File: src/rtl/morse_capture_seq_pkg.sv
// Shared widths, state encodings, FIFO entry layout and timing helpers
// for the morse capture sequencer and its character capture core.
package morse_capture_seq_pkg;

    localparam int PULSE_CNT_W   = 8;
    localparam int MORSE_LEN_W   = 3;
    localparam int MAX_MORSE_LEN = 6;

    typedef enum logic [1:0] {
        ST_IDLE,
        ST_ARM,
        ST_RUN,
        ST_HALT
    } seq_state_t;

    typedef enum logic [2:0] {
        CAP_IDLE,
        CAP_WAIT,
        CAP_MARK,
        CAP_GAP,
        CAP_WGAP
    } cap_state_t;

    typedef struct packed {
        logic                     space;
        logic                     error;
        logic [MORSE_LEN_W-1:0]   len;
        logic [MAX_MORSE_LEN-1:0] dits_dahs;
    } fifo_entry_t;

    // Multiply by a small factor at full width, clamping to all-ones.
    function automatic logic [PULSE_CNT_W-1:0] scale_clamp(
        input logic [PULSE_CNT_W-1:0] dit,
        input logic [3:0]             k
    );
        logic [PULSE_CNT_W+3:0] wide;
        wide = {4'b0000, dit} * {{PULSE_CNT_W{1'b0}}, k};
        if (wide[PULSE_CNT_W+3:PULSE_CNT_W] != 4'b0000)
            return '1;
        return wide[PULSE_CNT_W-1:0];
    endfunction

    function automatic logic [PULSE_CNT_W-1:0] sat_inc(
        input logic [PULSE_CNT_W-1:0] v
    );
        if (v == '1)
            return v;
        return v + PULSE_CNT_W'(1);
    endfunction

    function automatic logic [PULSE_CNT_W-1:0] abs_diff(
        input logic [PULSE_CNT_W-1:0] a,
        input logic [PULSE_CNT_W-1:0] b
    );
        return (a >= b) ? (a - b) : (b - a);
    endfunction

endpackage

File: src/rtl/morse_capture_seq_char.sv
// Character capture core: measures marks and spaces in ce pulses, classifies
// elements as dit/dah and reports character or word ends through ceo.
module morse_capture_char
    import morse_capture_seq_pkg::*;
(
    input  logic                     clk,
    input  logic                     rst_n,
    input  logic                     ce,
    input  logic                     start,
    input  logic                     signal,
    input  logic [PULSE_CNT_W-1:0]   dit_time,
    input  logic [PULSE_CNT_W-1:0]   dah_time,
    input  logic [PULSE_CNT_W-1:0]   word_time,
    input  logic [PULSE_CNT_W-1:0]   tol,
    output logic                     ceo,
    output logic                     word_end,
    output logic                     error,
    output logic [MORSE_LEN_W-1:0]   len,
    output logic [MAX_MORSE_LEN-1:0] dits_dahs
);

    cap_state_t               state, state_n;
    logic [PULSE_CNT_W-1:0]   cnt, cnt_n, cnt_inc;
    logic [MORSE_LEN_W-1:0]   len_q, len_n;
    logic [MAX_MORSE_LEN-1:0] bits_q, bits_n;
    logic                     err_q, err_n;
    logic                     is_dit, is_dah;

    always_ff @(posedge clk) begin
        if (!rst_n) begin
            state  <= CAP_IDLE;
            cnt    <= '0;
            len_q  <= '0;
            bits_q <= '0;
            err_q  <= 1'b0;
        end else begin
            state  <= state_n;
            cnt    <= cnt_n;
            len_q  <= len_n;
            bits_q <= bits_n;
            err_q  <= err_n;
        end
    end

    // ceo is combinational so the sequencer can act in the same ce cycle;
    // a mark fitting neither window, or one element too many, flags the char.
    always_comb begin
        state_n  = state;
        cnt_n    = cnt;
        len_n    = len_q;
        bits_n   = bits_q;
        err_n    = err_q;
        ceo      = 1'b0;
        word_end = 1'b0;
        cnt_inc  = sat_inc(cnt);
        is_dit   = abs_diff(cnt, dit_time) <= tol;
        is_dah   = abs_diff(cnt, dah_time) <= tol;
        if (ce) begin
            if (start) begin
                state_n = CAP_WAIT;
                cnt_n   = '0;
                len_n   = '0;
                bits_n  = '0;
                err_n   = 1'b0;
            end else begin
                case (state)
                    CAP_WAIT: begin
                        if (signal) begin
                            state_n = CAP_MARK;
                            cnt_n   = PULSE_CNT_W'(1);
                        end
                    end
                    CAP_MARK: begin
                        if (signal) begin
                            cnt_n = cnt_inc;
                        end else begin
                            if (len_q == MORSE_LEN_W'(MAX_MORSE_LEN)) begin
                                err_n = 1'b1;
                            end else begin
                                len_n  = len_q + MORSE_LEN_W'(1);
                                bits_n = {bits_q[MAX_MORSE_LEN-2:0], is_dah & ~is_dit};
                                if (!is_dit && !is_dah)
                                    err_n = 1'b1;
                            end
                            state_n = CAP_GAP;
                            cnt_n   = PULSE_CNT_W'(1);
                        end
                    end
                    CAP_GAP: begin
                        if (signal) begin
                            state_n = CAP_MARK;
                            cnt_n   = PULSE_CNT_W'(1);
                        end else begin
                            cnt_n = cnt_inc;
                            if (cnt_inc >= dah_time) begin
                                ceo     = 1'b1;
                                state_n = CAP_WGAP;
                            end
                        end
                    end
                    CAP_WGAP: begin
                        if (signal) begin
                            state_n = CAP_MARK;
                            cnt_n   = PULSE_CNT_W'(1);
                            len_n   = '0;
                            bits_n  = '0;
                            err_n   = 1'b0;
                        end else begin
                            cnt_n = cnt_inc;
                            if (cnt_inc >= word_time) begin
                                ceo      = 1'b1;
                                word_end = 1'b1;
                                state_n  = CAP_IDLE;
                            end
                        end
                    end
                    default: state_n = CAP_IDLE;
                endcase
            end
        end
    end

    assign error     = err_q;
    assign len       = len_q;
    assign dits_dahs = bits_q;

endmodule

File: src/rtl/morse_capture_seq.sv
// Morse capture sequencer: arms the capture core, collects characters and
// word separators into a small result FIFO, tracks errors and overflow.
module morse_capture_seq
    import morse_capture_seq_pkg::*;
#(
    parameter int FIFO_DEPTH = 4,
    parameter int DIT_RST    = 10
) (
    input  logic                     clk,
    input  logic                     rst_n,
    input  logic                     ce,
    input  logic                     enable,
    input  logic                     stop_on_err,
    input  logic                     cfg_we,
    input  logic [PULSE_CNT_W-1:0]   cfg_dit,
    input  logic                     signal,
    output logic                     out_valid,
    input  logic                     out_ready,
    output logic                     out_space,
    output logic                     out_error,
    output logic [MORSE_LEN_W-1:0]   out_len,
    output logic [MAX_MORSE_LEN-1:0] out_dits_dahs,
    output logic [PULSE_CNT_W-1:0]   dit_time,
    output logic                     busy,
    output logic                     halted,
    output logic                     overflow,
    output logic [7:0]               err_cnt
);

    localparam int PTR_W = $clog2(FIFO_DEPTH);

    seq_state_t             state, state_n;
    logic [PULSE_CNT_W-1:0] dit_q, dah_time, word_time, tol_time;
    logic                   cap_start, cap_ceo, cap_word_end, cap_error;
    logic [MORSE_LEN_W-1:0] cap_len;
    logic [MAX_MORSE_LEN-1:0] cap_bits;
    logic                   push, pop, full, wr_en, clr_ovf, err_inc;
    fifo_entry_t            entry, head;
    fifo_entry_t            mem [FIFO_DEPTH];
    logic [PTR_W-1:0]       wr_ptr, rd_ptr;
    logic [PTR_W:0]         count;
    logic                   ovf_q;
    logic [7:0]             err_q;

    assign dah_time  = scale_clamp(dit_q, 4'd3);
    assign word_time = scale_clamp(dit_q, 4'd7);
    assign tol_time  = dit_q >> 1;
    assign cap_start = (state == ST_ARM);

    morse_capture_char u_char (
        .clk       (clk),
        .rst_n     (rst_n),
        .ce        (ce),
        .start     (cap_start),
        .signal    (signal),
        .dit_time  (dit_q),
        .dah_time  (dah_time),
        .word_time (word_time),
        .tol       (tol_time),
        .ceo       (cap_ceo),
        .word_end  (cap_word_end),
        .error     (cap_error),
        .len       (cap_len),
        .dits_dahs (cap_bits)
    );

    always_ff @(posedge clk) begin
        if (!rst_n)
            state <= ST_IDLE;
        else
            state <= state_n;
    end

    // A zeroed entry is already a well-formed space token.
    always_comb begin
        state_n = state;
        push    = 1'b0;
        clr_ovf = 1'b0;
        err_inc = 1'b0;
        entry   = '0;
        if (ce) begin
            case (state)
                ST_IDLE: begin
                    if (enable) begin
                        state_n = ST_ARM;
                        clr_ovf = 1'b1;
                    end
                end
                ST_ARM: state_n = ST_RUN;
                ST_RUN: begin
                    if (!enable) begin
                        state_n = ST_IDLE;
                    end else if (cap_ceo) begin
                        push = 1'b1;
                        if (cap_word_end) begin
                            entry.space = 1'b1;
                            state_n     = ST_ARM;
                        end else begin
                            entry.error     = cap_error;
                            entry.len       = cap_len;
                            entry.dits_dahs = cap_bits;
                            if (cap_error) begin
                                err_inc = 1'b1;
                                if (stop_on_err)
                                    state_n = ST_HALT;
                            end
                        end
                    end
                end
                ST_HALT: begin
                    if (!enable)
                        state_n = ST_IDLE;
                end
                default: state_n = ST_IDLE;
            endcase
        end
    end

    assign pop   = out_valid && out_ready;
    assign full  = (count == (PTR_W+1)'(FIFO_DEPTH));
    assign wr_en = push && (!full || pop);

    always_ff @(posedge clk) begin
        if (!rst_n) begin
            wr_ptr <= '0;
            rd_ptr <= '0;
            count  <= '0;
        end else begin
            if (wr_en)
                wr_ptr <= wr_ptr + PTR_W'(1);
            if (pop)
                rd_ptr <= rd_ptr + PTR_W'(1);
            if (wr_en && !pop)
                count <= count + (PTR_W+1)'(1);
            else if (!wr_en && pop)
                count <= count - (PTR_W+1)'(1);
        end
    end

    // Storage needs no reset: every read is qualified by a non-zero count.
    always_ff @(posedge clk) begin
        if (wr_en)
            mem[wr_ptr] <= entry;
    end

    always_ff @(posedge clk) begin
        if (!rst_n) begin
            dit_q <= PULSE_CNT_W'(DIT_RST);
            ovf_q <= 1'b0;
            err_q <= '0;
        end else begin
            if (ce && cfg_we && (cfg_dit != '0) && (state == ST_IDLE || state == ST_HALT))
                dit_q <= cfg_dit;
            if (clr_ovf)
                ovf_q <= 1'b0;
            else if (push && full && !pop)
                ovf_q <= 1'b1;
            if (err_inc && (err_q != 8'hFF))
                err_q <= err_q + 8'd1;
        end
    end

    assign head          = mem[rd_ptr];
    assign out_valid     = (count != '0);
    assign out_space     = out_valid ? head.space     : 1'b0;
    assign out_error     = out_valid ? head.error     : 1'b0;
    assign out_len       = out_valid ? head.len       : '0;
    assign out_dits_dahs = out_valid ? head.dits_dahs : '0;
    assign dit_time      = dit_q;
    assign busy          = (state == ST_ARM) || (state == ST_RUN);
    assign halted        = (state == ST_HALT);
    assign overflow      = ovf_q;
    assign err_cnt       = err_q;

endmodule

File: config.mk
export PLATFORM = sky130hd
export DESIGN_NAME = morse_capture_seq
export DESIGN_NICKNAME = d
export VERILOG_FILES = /design/src/rtl/morse_capture_seq_pkg.sv /design/src/rtl/morse_capture_seq_char.sv /design/src/rtl/morse_capture_seq.sv
export SDC_FILE = /design/constraint.sdc
export NUM_CORES = 1
export LEC_CHECK = 0
export CAP_MARGIN = 20
export CORE_MARGIN = 2
export CORE_UTILIZATION = 60
export DETAILED_ROUTE_END_ITERATION = 6
export PLACE_DENSITY = 0.81
export SYNTH_ARGS = -nofsm -noshare
export SYNTH_HDL_FRONTEND = slang
export SYNTH_SLANG_ARGS = --single-unit
File: constraint.sdc
create_clock -name clk -period 7.2 [get_ports clk]
set_clock_uncertainty 0.05 [all_clocks]
set_input_delay 1.44 -clock clk [delete_from_list [all_inputs] [get_ports clk]]
set_output_delay 1.44 -clock clk [all_outputs]
set_load 0.02 [all_outputs]
==> results.toml, run 1 <==
[cts]
cts-root-buf = "clkbuf_16"
cts_max_level = 3
clkLatencyLatePin_ns = 0.35
cts_hold_buf = 0
cts_tree = "built"
clk_path_buf_depth = 2
clk_pin_slew_worst_paths_ns = 0.07
cts_setup_buffers = 0
cts.sinks = 93
cts_resized = 0
cts_buffers = 9

[finish]
nets = 880
drive_gt1_share_pct = 6.68
areaGrowthSynthToFinish_pct = 12.2
fin_util_pct = 68.4
antenna_cells = 0

[floorplan]
chipHeight_um = 111
die_area_sq_mm = 0.0124
core_sq_mm = 0.0114
start_util_pct = 61.0
std_cell_rows = 39
die_w_um = 111
io_pins = 47

[logic_synthesis]
yosys_warnings = 0
syn_area_sq_mm = 0.00693
synth.top_cells.by_count = "91 x ha_1, 63 x a21oi_1, 58 x nor2_1"
yosysMostFrequentCell = "ha_1"
synth_cell_types = 64
yosysSeqAreaShare_pct = 33.2
ys_seq_elements = 93
syn_inst = 726
synth_top_area_share_pct = 19.1
netlist_top_cells_area = "edfxtp_1 19%, ha_1 16%, dfxtp_1 14%"
synthFlopType = "dfxtp_1"
synthArstFlopShare_pct = 0
postSynthAreaPerCell_sq_um = 9.55
synth_edf_count = 44
synth_largest_area_cell = "edfxtp_1"
synth_nets = 847

[power_and_ir_drop]
ir_drop_uv = 214
pwr-share-clk_pct = 30.1
p_leak_nw = 3.20
p_seq_share_pct = 37.1
switching_power_mw = 0.529
comb_power_share_pct = 32.7
powerDensity_mw_per_mm2 = 203
switching_share_pct = 33.5
p_int_mw = 1.05

[critical_path]
startpoint_type = "flop"
cp-end-kind = "flop"
critPathKind = "reg -> reg"
r2r_setup_slack_ns = 1.31
crit_path_max_fanout = 11
rr_startpoint = "dit_time[1]$_SDFFE_PN1P_"
r2r-end = "u_char.dits_dahs[0]$_SDFFE_PN0P_"
required_ns = 7.44
arrival_ns = 6.13
r2r_cells = 26

[route]
vias = 5529
wl_per_cell_um = 18.8
drtIter0Drc = 475
drc = 0
dr.pass1.iters = 7
avgViaCountPerCell = 6.10
ant_nets = 0
routed_wl_um = 17000

[min_path]
min_path_type = "reg -> reg"
hold_end = "u_char.dits_dahs[5]$_SDFFE_PN0P_"
holdPathStages = 2
worstHoldStart = "u_char.dits_dahs[5]$_SDFFE_PN0P_"

[grt]
antenna_found_initial = 0
grt_max_degree = 39
grt_first_pass_wirelength_um = 28400
grt_overflow = 0
grt_pass1_vias = 5640
grt_util_all_layers_pct = 28.3

[sta]
fin_crit_sh_pct = 81.9
slew-limit-headroom_pct = 32.6
rsz0062_at_grt = "no"
worst_slew_pin_slew_ns = 1.00
period_needed_ns = 5.89
setup_viol_count_final = 0
setup_tns_ns = 0
fmax_ghz = 0.170
finalHoldViolations = 0
finalWorstSetupSlack_ns = 1.31
maxSlewViolCount = 0

[place]
pre_cts_ws_ns = 1.36
hpwl_um = 13400
portBuffers = 46
gp_congestion = 0.905

[flow_run]
drv_cap = 0

[run_status]
status = "completed"
## placed cells by master (no fill, tap or decap), drive strengths merged, types with 6 or more instances in the layout
master         Yosys  final
edfxtp            44     44
ha                91     91
nor2              58     58
nor3               9      9
nand2b             6      6
xor2               9      9
and3              10     10
clkbuf            22     10
a21oi             64     64
mux2i             15     15
and2              24     24
mux4              11     11
xnor2             21     21
or3                7      7
a21o              21     21
nand3             32     32
a211oi             8      8
fa                14     14
nand4              9      9
o21a              10     10
or2                6      6
nand2             46     46
nor2b              8      8
inv               42     45
clkdlybuf4s50      0     46
o21ai             25     25
dfxtp             49     49
a31oi              7      7
## critical path: stages (launching register included)
cell and delay (ns):
dfxtp_1 0.48, ha_1 0.32, fa_1 0.42, a21o_1 0.18, a21oi_1 0.24, nor2b_1 0.08, o21ai_0 0.15, nand2b_1 0.10
a21oi_1 0.25, nand2_1 0.24, or2_2 0.38, fa_1 0.41, nand3b_1 0.20, a31oi_1 0.18, a211oi_1 0.06, buf_4 0.19
o21ai_0 0.28, o21ai_0 0.12, a221oi_1 0.30, xnor2_1 0.16, ha_1 0.28, a21o_1 0.17, a21oi_1 0.14, a21oi_1 0.09
nor4_1 0.19, a22oi_1 0.10, nor2_1 0.09
## cell type report
| cell class | instances | area, sq um |
|---|---|---|
| multi-input combinational | 564 | 4360 |
| timing repair buffer | 49 | 483 |
| clock inverter | 6 | 51.3 |
| inverter | 42 | 158 |
| tap | 143 | 179 |
| clock buffer | 10 | 250 |
| fill | 876 | 3590 |
| sequential | 93 | 2300 |
## power groups by stage
stage	clock, mW	sequential [mW]	combinational (mW)
global placement	0	0.597	0.496
global route	0.504	0.590	0.576
finish	0.477	0.587	0.518
floorplan	0	0.589	0.366
detailed placement	0	0.599	0.515
CTS	0.482	0.587	0.518
## through the flow
| stage | total power, mW | instances | hold WS [ns] | instance area, sq um |
|---|---|---|---|---|
| 3_5_place_dp | 1.11 | 891 | 0.400 | 7480 |
| 6_report | 1.58 | 907 | 0.407 | 7780 |
| 2_1_floorplan | 0.954 | 726 | 0.377 | 6930 |
| 4_1_cts | 1.59 | 907 | 0.410 | 7780 |
| 5_1_grt | 1.67 | 907 | 0.456 | 7780 |
| 3_3_place_gp | 1.09 | 891 | 0.394 | 7480 |
## worst max path at each step
stage,startpoint,end,slack (ns),cells past startpoint
floorplan,dit_time[1]$_SDFFE_PN1P_,u_char.dits_dahs[0]$_SDFFE_PN0P_,1.61,29
global placement,dit_time[1]$_SDFFE_PN1P_,u_char.dits_dahs[0]$_SDFFE_PN0P_,1.56,26
detailed placement,dit_time[1]$_SDFFE_PN1P_,u_char.dits_dahs[0]$_SDFFE_PN0P_,1.36,26
CTS,dit_time[1]$_SDFFE_PN1P_,u_char.dits_dahs[0]$_SDFFE_PN0P_,1.33,26
global route,dit_time[1]$_SDFFE_PN1P_,u_char.dits_dahs[0]$_SDFFE_PN0P_,0.75,26
finish,dit_time[1]$_SDFFE_PN1P_,u_char.dits_dahs[0]$_SDFFE_PN0P_,1.31,26
## cells by family (layout without fill, tap and decap cells)
family,count (synthesis),count (layout),share of synthesized area [%]
buf+inv,69,107,3.93
compound gates,170,170,15.5
mux,28,28,6.06
fa+ha+maj,105,105,20.5
simple gates,231,231,17.0
flops,93,93,33.2
xor+xnor,30,30,3.79
## state kept, by name, summed over array words and instances, names as in the netlist, named ones only
name,cells
u_char.state,3
dit_time,8
overflow,1
u_char.error,1
err_cnt,8
u_char.dits_dahs,6
mem,44
u_char.len,3
state,2
count,3
u_char.cnt,8
wr_ptr,2
rd_ptr,2
## layer usage
layer / global-route usage [%] / vias up / part of all wire, %
li1: - / 2698 / -
met1: 34.0 / 2667 / 42
met2: 51.8 / 136 / 52
met3: 3.86 / 28 / 3.1
met4: 10.5 / 0 / 2.3
met5: 0 / - / 0
(Power assumes the default switching activity.)
==> run 2: changes to the inputs <==
==> constraint.sdc (replaced) <==
create_clock -name clk -period 5.7 [get_ports clk]
set_clock_uncertainty 0.05 [all_clocks]
set_input_delay 1.14 -clock clk [delete_from_list [all_inputs] [get_ports clk]]
set_output_delay 1.14 -clock clk [all_outputs]
set_load 0.02 [all_outputs]
==> results.toml, run 2 (synthesized netlist as in run 1, its figures left out) <==
[cts]
cts_buffers = 9
cts_tree = "built"
clk_path_buf_depth = 2
clkLatencyLatePin_ns = 0.35
cts.sinks = 93
cts-root-buf = "clkbuf_16"
cts_max_level = 3
clk_pin_slew_worst_paths_ns = 0.07

[min_path]
holdPathStages = 2
min_path_type = "reg -> reg"

[critical_path]
critical_path_depth = 26
cp_slowest_cell = "fa_1"
critPathKind = "reg -> reg"
crit_path_max_fanout = 11
startpoint_type = "flop"
r2r_cells = 26
crit_family = "compound AO/OA/AOI/OAI gates"
arrival_ns = 5.70
required_ns = 5.94
path_buf_inv = 1
slowest_delay_ns = 0.42
cp-end-kind = "flop"

[route]
drtIter0Drc = 434
drc = 0
dr.pass1.iters = 5
routed_wl_um = 17100
vias = 5642
wl_per_cell_um = 18.6
avgViaCountPerCell = 6.15
ant_nets = 0

[grt]
grt_overflow = 0
grt_max_degree = 32
grt_util_all_layers_pct = 28.4
antenna_found_initial = 0
grt_pass1_vias = 5746
grt_first_pass_wirelength_um = 28200

[power_and_ir_drop]
powerDensity_mw_per_mm2 = 252
p_leak_nw = 3.25
ir_drop_uv = 310
power_mw = 1.99

[finish]
finalNonFillerCells = 918
drive_gt1_share_pct = 9.03
final_cell_mix = "88 x ha_1, 61 x a21oi_1, 58 x nor2_1"
nFillCells = 888
largest_reg_flops = 44
nets = 891
final_common_cell = "ha_1"
antenna_cells = 0
largest-register = "mem"
areaGrowthSynthToFinish_pct = 13.7

[sta]
maxSlewViolCount = 0
worst_slew_pin_slew_ns = 0.823
setup_viol_count_final = 0
slew-limit-headroom_pct = 45.1
period_needed_ns = 5.46
finalHoldViolations = 0
fin_crit_sh_pct = 95.8
fmax_ghz = 0.183

[flow_run]
drv_cap = 0

[floorplan]
start_util_pct = 61.0
io_pins = 47
die_w_um = 111
chipHeight_um = 111
core_sq_mm = 0.0114
die_area_sq_mm = 0.0124
std_cell_rows = 39

[place]
dp.cells = 900
hpwl_um = 13500
gp_congestion = 0.960
portBuffers = 46

[run_status]
status = "completed"
-- run 2: cell types whose count changed in the layout (fill, tap and decap cells not counted), sizes merged --
cell,before,now
buf,3,14
clkinv,3,4
clkbuf,10,9
-- run 2: metal layers --
metal	track usage, %	wire (um)	up-vias
li1	-	-	2716
met3	4.41	823	45
met5	0	0	-
met4	15.8	737	0
met1	34.0	7030	2705
met2	49.1	8500	176
-- run 2: stage by stage --
stage               utilization, %  worst slack (ns)  TNS (ns)  hold slack [ns]  instance area [sq um]
floorplan                        -             0.113         0            0.377                   6930
global placement              66.5             0.213         0            0.396                   7560
detailed placement            66.5           -0.0969    -0.143            0.394                   7560
CTS                           69.1            0.0574         0            0.403                   7850
global route                  69.3           -0.0404   -0.0670            0.435                   7880
finish                        69.3             0.241         0            0.404                   7880
-- run 2: area by class of cell --
| class | count | area, sq um | area share [%] |
|---|---|---|---|
| clock inverters | 7 | 56.3 | 0.714 |
| multi-input cells | 564 | 4390 | 55.6 |
| repair buffers | 60 | 578 | 7.33 |
| clock buffers | 9 | 225 | 2.86 |
| flip-flops and latches | 93 | 2300 | 29.2 |
| well taps | 143 | 179 | 2.27 |
| inverters | 42 | 158 | 2.00 |
-- run 2: repair_timing --
item / CTS / global route
pin swaps: 0 / 2
buffers inserted: 0 / 2
cloned: 0 / 0
setup endpoints to repair: 2 / 3
hold buffers: 0 / 0
resized for setup: 3 / 8
-- run 2: path summary, 6_finish.rpt --
| path | startpoint | to | slack, ns |
|---|---|---|---|
| setup / recovery | dit_time[0]$_SDFFE_PN0P_ | u_char.dits_dahs[0]$_SDFFE_PN0P_ | 0.24 |
| hold / removal | u_char.dits_dahs[5]$_SDFFE_PN0P_ | u_char.dits_dahs[5]$_SDFFE_PN0P_ | 0.40 |
| setup reg to reg | dit_time[0]$_SDFFE_PN0P_ | u_char.dits_dahs[0]$_SDFFE_PN0P_ | 0.24 |
| hold reg to reg | u_char.dits_dahs[5]$_SDFFE_PN0P_ | u_char.dits_dahs[5]$_SDFFE_PN0P_ | 0.40 |
-- run 2: tightest hold or removal path: stages, from the launching register on --
cell,delay (ns)
dfxtp_1,0.31
nand2_1,0.05
a21oi_1,0.05
-- run 2: where the power goes --
part | leakage, nW | internal, mW | switching [mW]
Combinational | 2.36 | 0.305 | 0.372
Clock | 0.142 | 0.302 | 0.272
Sequential | 0.752 | 0.707 | 0.0293
Total | 3.25 | 1.31 | 0.674
==> patch 1: new RTL, flow settings as in run 1 <==
`FIFO_DEPTH`: 4 -> 2.
--- a/src/rtl/morse_capture_seq.sv
+++ b/src/rtl/morse_capture_seq.sv
@@ -5,3 +5,3 @@
 #(
-    parameter int FIFO_DEPTH = 4,
+    parameter int FIFO_DEPTH = 2,
     parameter int DIT_RST    = 10
Check against the original RTL: no difference found for any inputs over 4 cycles, from zero or initial values and one cycle with rst_n low; that may be too few to reach the edited logic, so the function may still have changed.
==> patch 1 against run 1 <==
  * Count of clock-buffer cells in the layout decreased by 1
  * Power decreased by 28%
  * Sequential cell count decreased by 26
  * Global-route usage increased by 0.57 points
  * Die area decreased by 13%
  * First-iteration DRC count decreased by 30%
  * Cell area decreased by 14%
  * Routed wire length decreased by 12%
  * Setup slack got worse by 0.60 ns
  * Synthesized cell count decreased by 5.5%
  * Cell count decreased by 5.3%
  * Core utilization increased by 0.64 points
  * Synthesized area decreased by 14%
  * Largest cell class unchanged
  * Highest routed layer unchanged
==> patch 1: results (changes against run 1) <==
Run status:
- The run finished with clean final reports.

Global route:
- The all-layer global routing usage is 0.289 (+0.00567).
- The via count of the first global-routing pass is 5,111 (-9.4%).
- The met3 usage is 0.0508 (+0.0121).
- The met1 global-route usage was 0.377 (+0.0372).

Place:
- The global placement routability congestion is 0.928 (+2.6%).
- The total half-perimeter wirelength after legalization and detailed placement was 11,800 um (-12%).
- The cell area after placement was 6530 um2 (-13%).

Setup path:
- The critical path required time is 7.45 ns (about the same).
- The worst stage delay on the critical path is 0.69 ns (+0.21 ns).

CTS:
- In this run the clock root is driven by a clkbuf_8.
- The clock slew seen by the registers of the worst setup and hold paths is 0.09 ns (+0.02 ns).

Synthesis:
- The commonest cells after synthesis are 87 x ha_1, 63 x nor2_1, 54 x a21oi_1, 47 x nand2_1, 45 x dfxtp_1.
- The mean instance size in the synthesized netlist is 8.73 um2 (-8.6%).
- The number of nets in the synthesized netlist is 802 (-5.3%).
- By area the synthesized netlist is led by ha_1 18%, dfxtp_1 15%, edfxtp_1 11%.

Power and ir drop:
- The post-route total power is 1.15 mW (-28%).
- The switching fraction of total power is 0.357 (+0.0226).

STA:
- The relative slew slack is 0.349 (+0.0223).

Detailed routing:
- The DRC violation total after the first TritonRoute iteration is 332 (-30%).
- The detailed route wirelength on metal3 is 806 um (+52%).
- The met2 wire length was 6970 um (-22%).

Layout:
- The ratio of cells with drive above 1 in the final layout is 0.0496 (-0.0172).
- The count of plain and timing-repair buffers in the layout is 48 (-2.0%).
- The area occupied by multi-input gates is 4170 um2 (-4.3%).
==> patch 1: path summary, 6_finish.rpt <==
| kind | startpoint | end | slack (ns) | depth (start not counted) |
|---|---|---|---|---|
| max | dit_time[1] | u_char.dits_dahs[0] | 0.71 | 22 |
| min | u_char.dits_dahs[5] | u_char.dits_dahs[5] | 0.40 | 2 |
| max reg2reg | dit_time[1] | u_char.dits_dahs[0] | 0.71 | 22 |
| min reg2reg | u_char.dits_dahs[5] | u_char.dits_dahs[5] | 0.40 | 2 |
==> patch 1: cell families after synthesis <==
kind of cell               after synthesis  synth area share
muxes                                   34            0.0583
xor gates and xnor gates                26            0.0380
AOI/OAI and AO/OA                      162             0.180
DFF                                     67             0.261
buffers and inverters                   66            0.0435
and+or+nand+nor                        231             0.194
adders and majority gates              100             0.225
==> patch 2: new RTL, config.mk and constraints of run 1 <==
Without the edit above. Re-encode `seq_state_t` (4 states) as one-hot, 4 bits wide.
--- a/src/rtl/morse_capture_seq_pkg.sv
+++ b/src/rtl/morse_capture_seq_pkg.sv
@@ -8,7 +8,7 @@
 
-    typedef enum logic [1:0] {
-        ST_IDLE,
-        ST_ARM,
-        ST_RUN,
-        ST_HALT
+    typedef enum logic [3:0] {
+        ST_IDLE = 4'b0001,
+        ST_ARM  = 4'b0010,
+        ST_RUN  = 4'b0100,
+        ST_HALT = 4'b1000
     } seq_state_t;
Formal check against the unedited RTL: no difference found for any inputs over 4 cycles, from zero or initial values and one cycle with rst_n low; so few cycles prove little.
==> patch 2 against run 1 <==
  * Core utilization is 0.71 points higher
  * Largest cell class unchanged
  * The run now ends with design-rule violations left
  * Cell area increased by 2.3%
  * Die area grew 2.5%
  * Sequential power down 0.7%
  * Routed wire length is 1.9% lower
  * Synthesized area increased by 2.6%
  * Via count up 4.0%
  * Highest routed layer unchanged
  * Setup slack worse by 0.41 ns
  * Power fell by 7.0%
  * Sequential cell count is 2 higher
  * Hold slack better by 0.0080 ns
==> patch 2: results (changes against run 1) <==
Layout:
- The number of non-clock inverters came to 46 (+9.5%).
- The ratio of cells with drive above 1 in the final layout is 0.0575 (-0.00928).
- The final core utilization was 0.691 (+0.00706).
- The share of the final layout cell area in sequential cells is 0.294 (-0.00171).
- The layout net count is 895 (+1.7%).

Worst hold path:
- The destination of the worst hold path is u_char.dits_dahs[4].
- The origin of the worst min-delay path is u_char.dits_dahs[4].

Synthesis:
- The xor/xnor cell area share of the yosys netlist is 0.0405 (+0.00255).
- The count of distinct cell types in the synthesized netlist is 63 (-1.6%).
- The number of nets in the synthesized netlist was 860 (+1.5%).
- The adder-cell area share of the yosys netlist is 0.191 (-0.0140).
- The gate count of the mapped netlist came to 744 (+2.5%).

Detailed routing:
- The final routed DRC violation total is 2 (+2).
- The total via count in the routed design is 5,748 (+4.0%).
- The met1 layer wirelength in the final routing is 7510 um (+3.9%).
- The detailed route wirelength on metal3 came to 890 um (+68%).
- The met2 wire length is 8130 um (-8.5%).
- The DRC violation total after the first TritonRoute iteration is 400 (-16%).

Setup path:
- The logic depth of the worst register-to-register path is 23 (-12%).
- The worst-case register-to-register setup slack is 0.89 ns (-0.41 ns).
- The data arrival time of the worst path is 6.52 ns (+0.39 ns).

STA:
- The shortest clock period the worst path allows after layout came to 6.31 ns (+0.412 ns).
- The relative slew slack came to 0.393 (+0.0663).

Global route:
- The wire length of the first global-routing pass came to 27,900 um (-1.6%).
- The met3 usage came to 0.0439 (+0.00527).
- The pin count of the biggest net entering global routing is 32 (-18%).
- The all-layer global routing usage came to 0.270 (-0.0128).
- The fraction of met2 tracks used by global routing is 0.459 (-0.0584).
- The met1 global-route usage is 0.363 (+0.0232).

Run status:
- The run finished, with violations left.
- The final reports fail on design-rule violations.

Power and ir drop:
- The worst vdd rail ir drop is 0.000139 V (-35%).

Place:
- The global placement routability congestion came to 1.01 (+12%).

CTS:
- The number of sinks on the clock net is 95 (+2.2%).
[patch 2: cell types whose count changed after synthesis, sizes merged, moves of 6 or more]
cell,before,now
mux2i,15,23
a21oi,64,55
o21ai,25,31
and2,24,31
nor3,9,18
and3,10,1
nor3b,0,6
[patch 2: worst max-delay path, stage by stage (launching register included)]
cell,delay [ns]
dfxtp_1,0.48
ha_1,0.32
fa_1,0.41
a21o_1,0.18
a21oi_1,0.25
o21bai_1,0.11
a21o_1,0.21
a21oi_1,0.24
nand3_1,0.32
or2_2,0.39
ha_1,0.38
a21oi_1,0.17
nand2_1,0.11
a221oi_4,0.59
mux2_2,0.41
o21bai_1,0.15
a221oi_1,0.31
xnor2_1,0.11
ha_1,0.29
nand3_1,0.09
o21bai_1,0.16
a21oi_1,0.24
o22ai_1,0.11
a21oi_1,0.13
[patch 2: power breakdown]
part	switching [mW]	leakage [nW]	total (mW)	internal [mW]
clock	0.205	0.144	0.475	0.271
sequential	0.0177	0.806	0.583	0.566
combinational	0.234	2.27	0.411	0.177
